### src/rtl/rr_arbiter8_pkg.sv
// rr_arbiter8_pkg: shared FSM state type, requester count (N=8) and index width (IW=3)
package rr_arbiter8_pkg;
  localparam int N = 8;
  localparam int IW = 3;
  typedef enum logic [1:0] {IDLE, GRANT, RELEASE} state_t;
endpackage

### src/rtl/rr_arbiter8_if.sv
// rr_arbiter8_if: arbiter bus; req_b/done in (active-low requests, owner done), gnt_b/gnt_idx/gnt_valid/timeout out
interface rr_arbiter8_if;
  import rr_arbiter8_pkg::*;
  logic [N-1:0] req_b;
  logic done;
  logic [N-1:0] gnt_b;
  logic [IW-1:0] gnt_idx;
  logic gnt_valid;
  logic timeout;
  modport master (output req_b, done, input gnt_b, gnt_idx, gnt_valid, timeout);
  modport slave (input req_b, done, output gnt_b, gnt_idx, gnt_valid, timeout);
endinterface

### src/rtl/rr_arbiter8_pick.sv
// rr_pick: round-robin winner search from ptr+1; in req_b[7:0] (active-low), ptr[2:0]; out idx[2:0], any
module rr_pick
  import rr_arbiter8_pkg::*;
(
  input  logic [N-1:0]  req_b,
  input  logic [IW-1:0] ptr,
  output logic [IW-1:0] idx,
  output logic          any
);
  logic [IW-1:0] start, off;
  logic [N-1:0] rot;
  always_comb begin
    start = ptr + 1'b1;
    rot = N'({~req_b, ~req_b} >> start);
    off = '0;
    for (int i = N - 1; i >= 0; i--) off = rot[i] ? IW'(i) : off;
    idx = off + start;
    any = ~&req_b;
  end
endmodule

### src/rtl/rr_arbiter8.sv
// rr_arbiter8: 8-way round-robin arbiter with hold limit; ports clk, rst (async high), bus (rr_arbiter8_if.slave)
module rr_arbiter8
  import rr_arbiter8_pkg::*;
#(
  parameter int HOLD_MAX = 15
) (
  input logic clk,
  input logic rst,
  rr_arbiter8_if.slave bus
);
  localparam logic [7:0] HM = 8'(HOLD_MAX);
  state_t state;
  logic [IW-1:0] ptr, idx, pick_idx;
  logic [7:0] cnt, cnt_nx;
  logic valid, timeout, any, lim, drop, fin;
  rr_pick u_pick (.req_b(bus.req_b), .ptr(ptr), .idx(pick_idx), .any(any));
  assign cnt_nx = (cnt == HM) ? cnt : cnt + 8'd1;
  assign lim = cnt_nx == HM;
  assign drop = bus.req_b[idx];
  assign fin = bus.done | drop | lim;
  always_ff @(posedge clk or posedge rst) begin
    if (rst) begin
      state <= IDLE;
      ptr <= '1;
      cnt <= '0;
      idx <= '0;
      valid <= 1'b0;
      timeout <= 1'b0;
    end else begin
      timeout <= 1'b0;
      case (state)
        IDLE: if (any) begin
          state <= GRANT;
          idx <= pick_idx;
          ptr <= pick_idx;
          valid <= 1'b1;
          cnt <= '0;
        end
        GRANT: begin
          cnt <= cnt_nx;
          if (fin) begin
            state <= RELEASE;
            idx <= '0;
            valid <= 1'b0;
            timeout <= lim & ~bus.done & ~drop;
          end
        end
        default: state <= IDLE;
      endcase
    end
  end
  assign bus.gnt_b = valid ? ~(N'(1) << idx) : '1;
  assign bus.gnt_idx = idx;
  assign bus.gnt_valid = valid;
  assign bus.timeout = timeout;
endmodule

### src/flat_wrapper.sv
// flat-port wrapper written by rule: the top's interface ports become plain ports
module rr_arbiter8_flat import rr_arbiter8_pkg::*;
#(
  parameter int HOLD_MAX = 15
)
  (clk, rst, bus_req_b, bus_done, bus_gnt_b, bus_gnt_idx, bus_gnt_valid, bus_timeout);
  rr_arbiter8_if bus_i ();
  input logic clk;
  input logic rst;
  input wire logic [$bits(bus_i.req_b)-1:0] bus_req_b;
  input wire logic [$bits(bus_i.done)-1:0] bus_done;
  output wire logic [$bits(bus_i.gnt_b)-1:0] bus_gnt_b;
  output wire logic [$bits(bus_i.gnt_idx)-1:0] bus_gnt_idx;
  output wire logic [$bits(bus_i.gnt_valid)-1:0] bus_gnt_valid;
  output wire logic [$bits(bus_i.timeout)-1:0] bus_timeout;
  assign bus_i.req_b = bus_req_b;
  assign bus_i.done = bus_done;
  assign bus_gnt_b = bus_i.gnt_b;
  assign bus_gnt_idx = bus_i.gnt_idx;
  assign bus_gnt_valid = bus_i.gnt_valid;
  assign bus_timeout = bus_i.timeout;
  rr_arbiter8 #(.HOLD_MAX(HOLD_MAX)) u_core (.clk(clk), .rst(rst), .bus(bus_i));
endmodule
### config.mk
export PLATFORM = sky130hd
export DESIGN_NAME = rr_arbiter8_flat
export DESIGN_NICKNAME = d
export VERILOG_FILES = /design/src/rtl/rr_arbiter8_pkg.sv /design/src/rtl/rr_arbiter8_if.sv /design/src/rtl/rr_arbiter8_pick.sv /design/src/rtl/rr_arbiter8.sv /design/src/flat_wrapper.sv
export SDC_FILE = /design/constraint.sdc
export NUM_CORES = 1
export LEC_CHECK = 0
export ABC_AREA = 1
export CAP_MARGIN = 5
export CORE_MARGIN = 3
export CORE_UTILIZATION = 45
export DETAILED_ROUTE_END_ITERATION = 6
export PLACE_DENSITY_LB_ADDON = 0.15
export SYNTH_ARGS = -nofsm -noshare
export SYNTH_HDL_FRONTEND = slang
export SYNTH_HIERARCHICAL = 1
export SYNTH_SLANG_ARGS = --single-unit
### constraint.sdc
create_clock -name clk -period 8.45 [get_ports clk]
set_input_delay 0.845 -clock clk [delete_from_list [all_inputs] [get_ports clk]]
set_output_delay 0.845 -clock clk [all_outputs]
set_load 0.03 [all_outputs]
==> impl_metrics.env <==
export IMPL_outcome="completed"
export IMPL_drc=0
export IMPL_synth_edf_count=0
export IMPL_cts_setup_buffers=0
export IMPL_total_power_mw=0.807
export IMPL_yosysTopAreaCell="nand2_1"
export IMPL_cts_clk_slew_worst_paths_ns=0.10
export IMPL_ys_flop_type="dfrtp_1"
export IMPL_cp_slowest_stage_delay_ns=0.69
export IMPL_num_rows=20
export IMPL_grt_pass1_vias=1419
export IMPL_setup_worst_path_end_class="flop"
export IMPL_critPathKind="reg -> reg"
export IMPL_synth_most_common_cell="nand2_1"
export IMPL_n_antenna_cell=0
export IMPL_period_share_pct=40.5
export IMPL_tightest_slew_ns=0.676
export IMPL_ir_drop_mv=0.237
export IMPL_critPathBufInv=4
export IMPL_critPathSlowestCell="dfstp_2"
export IMPL_fmax_ghz=0.292
export IMPL_powerDensity_mw_per_mm2=432
export IMPL_via_per_inst=4.96
export IMPL_cts_max_level=1
export IMPL_ff_latch_area_um2=454
export IMPL_grt_usage_pct=18.6
export IMPL_cts_sinks=18
export IMPL_ys_seq_area_share_pct=28.6
export IMPL_p_leak_nw=0.936
export IMPL_worstRegToRegCells=20
export IMPL_internal_power_mw=0.353
export IMPL_p_sw_share_pct=56.3
export IMPL_synth_distinct_cells=33
export IMPL_finalSetupTns_ns=0
export IMPL_clkPwrFrac_pct=5.5
export IMPL_fin_worst_skew_ns=0.00299
export IMPL_setup_viol=0
export IMPL_post_place_cells=312
export IMPL_seq_power_share_pct=19.7
export IMPL_start_util_pct=49.6
export IMPL_critPathRequiredTime_ns=8.64
export IMPL_worst_path_stages=20
export IMPL_cp_top_family="simple AND/OR/NAND/NOR gates"
export IMPL_hp_class="reg -> reg"
export IMPL_routed_wl_um=3560
export IMPL_die_y_um=65.4
export IMPL_ys_top_cells_by_count="nand2_1 (103), nand3_1 (29), inv_1 (25), dfrtp_1 (15), nor2_1 (15)"
export IMPL_antenna_found_initial=0
export IMPL_ctsResizeCount=0
export IMPL_hold_viol=0
export IMPL_grt_max_degree=19
export IMPL_place_congestion=0.856
export IMPL_fill_cells=317
export IMPL_synth_top_cell_area_share_pct=24.3
export IMPL_cts_buffers=3
export IMPL_grt_pass1_wl_um=6430
export IMPL_worst_ep_arrival_time_ns=3.61
export IMPL_gr_total_overflow=0
export IMPL_cp_max_fo=11
export IMPL_worstSetupStartpointType="flop"
export IMPL_syn2layout_area_growth_pct=17.6
export IMPL_final_area_mm2=0.00187
export IMPL_slew_viol_final=0
export IMPL_fin_cells=316
export IMPL_synth_nets=264
export IMPL_cts_tree="built"
export IMPL_drtIter0Drc=122
export IMPL_clock_latency_ns=0.29
export IMPL_dpl_cell_area_mm2=0.00184
export IMPL_path_cells="ha_1, nor2_1, nor2_2, inv_1, nand2_1, nand2_1, inv_1, nand2_1, nand2_1, nand2_1, a21oi_2, ha_1, inv_1, fa_1, xor2_1, nand3b_1, nand2_1, inv_1, nand2_1, nand2_1"
export IMPL_hold_depth=2
export IMPL_dp_hpwl_um=2870
export IMPL_ioPinCount=24
export IMPL_async_reset_ff_share_pct=100
export IMPL_cap_violations=0
export IMPL_dr_pass1_iters=4
export IMPL_drive_gt1_share_pct=12.9
export IMPL_die_area_mm2=0.00428
export IMPL_multi_input_area_um2=992
export IMPL_wl_per_cell_um=11.3
export IMPL_combPwrFrac_pct=74.8
export IMPL_synth_warnings=6
export IMPL_core_mm2=0.00320
export IMPL_ys_seq_elements=18
export IMPL_syn_avg_cell_area_um2=6.39
export IMPL_num_vias=1568
export IMPL_antenna_left=0
export IMPL_clockBufferDepth=2
export IMPL_maxSlewHeadroom_pct=54.9
export IMPL_root_buffer="clkbuf_4"
export IMPL_rsz0062_at_grt="false"
export IMPL_layout_nets=288
export IMPL_netSwitchingPower_mw=0.454
export IMPL_netlist_area_mm2=0.00159
export IMPL_io_buffers=23
export IMPL_die_x_um=65.4
export IMPL_netlist_top_cells_area="nand2_1 (24%), dfrtp_1 (24%), nand3_1 (9.1%), inv_1 (5.9%), dfstp_2 (5.0%)"
export IMPL_cts_hold_buf=0
export IMPL_synth_cells=249
export IMPL_layout_min_cycle_time_ns=3.42
export IMPL_cpMostUsedCell="nand2_1"
==> registers in the layout (all words and copies together) (netlist names) <==
register / cells
u_core/bus.gnt_idx: 3
u_core/ptr: 3
u_core/state: 2
u_core/cnt: 8
u_core/bus.gnt_valid: 1
u_core/bus.timeout: 1
==> per-stage QoR <==
stage | setup WS (ns) | utilization, % | hold WS (ns)
6_report | 5.03 | 58.4 | 0.482
3_5_place_dp | 4.98 | 57.6 | 0.465
3_3_place_gp | 5.03 | 57.6 | 0.460
5_1_grt | 4.62 | 58.4 | 0.511
4_1_cts | 5.01 | 58.4 | 0.482
2_1_floorplan | 5.73 | - | 0.450
==> cell usage in the layout, fill, tap and decap left out, drive strengths merged <==
cell / netlist / routed
or2: 2 / 2
o211ai: 1 / 1
nor3: 4 / 4
nand3: 32 / 32
inv: 27 / 27
clkbuf: 1 / 4
ha: 3 / 3
o21bai: 1 / 1
xor2: 4 / 4
a21oi: 3 / 3
o21ai: 4 / 4
dfrtp: 15 / 15
nand2: 112 / 112
nand4: 4 / 4
clkinv: 1 / 1
o22ai: 4 / 4
fa: 1 / 1
nand3b: 1 / 1
dfstp: 3 / 3
clkdlybuf4s50: 0 / 23
nor2: 23 / 23
==> cells by family after synthesis <==
| logic type | Yosys count | share of synthesized area (%) |
|---|---|---|
| fa+ha+maj | 4 | 3.62 |
| simple gates | 178 | 50.4 |
| xor+xnor | 4 | 2.68 |
| flops | 18 | 28.6 |
| compound gates | 13 | 5.66 |
| buf+inv | 32 | 9.05 |
==> worst reg2reg max path: stages, from the launching register on <==
cell	delay (ns)
dfstp_2	0.69
ha_1	0.24
nor2_1	0.07
nor2_2	0.38
inv_1	0.23
nand2_1	0.12
nand2_1	0.09
inv_1	0.07
nand2_1	0.05
nand2_1	0.05
nand2_1	0.06
a21oi_2	0.12
ha_1	0.14
inv_1	0.04
fa_1	0.37
xor2_1	0.18
nand3b_1	0.19
nand2_1	0.07
inv_1	0.03
nand2_1	0.08
nand2_1	0.05
==> power groups by stage <==
stage | sequential (mW) | combinational [mW] | clock (mW)
after floorplan | 0.166 | 0.473 | 0
after global placement | 0.161 | 0.596 | 0
after detailed placement | 0.161 | 0.603 | 0
after CTS | 0.160 | 0.605 | 0.0464
after global routing | 0.164 | 0.709 | 0.0502
final | 0.159 | 0.604 | 0.0444
==> path summary, 6_finish.rpt <==
kind,start,to,slack [ns]
worst max register to register,u_core/ptr[0],u_core/bus.gnt_idx[2],5.03
max in group asynchronous,rst,u_core/bus.gnt_idx[0],7.08
min in group asynchronous,rst,u_core/cnt[4],0.94
worst min register to register,u_core/ptr[2],u_core/ptr[2],0.48
worst max-delay path,u_core/ptr[0],u_core/bus.gnt_idx[2],5.03
worst min-delay path,u_core/ptr[2],u_core/ptr[2],0.48
==> per-layer routing <==
metal | part of all wire (%) | up-vias | track usage, %
met5 | 0 | - | 0
met4 | 0.28 | 0 | 2.59
met3 | 6.5 | 2 | 4.62
met2 | 40 | 46 | 27.3
met1 | 53 | 682 | 28.1
li1 | - | 838 | -
==> layout make-up <==
cell class | instances | share of cell area, %
Clock buffer | 4 | 1.40
Inverter | 28 | 6.02
Multi-Input combinational cell | 199 | 53.0
Sequential cell | 18 | 24.3
Tap cell | 44 | 2.94
Timing Repair Buffer | 23 | 12.3
No activity file was read; power rests on OpenSTA's default activity.
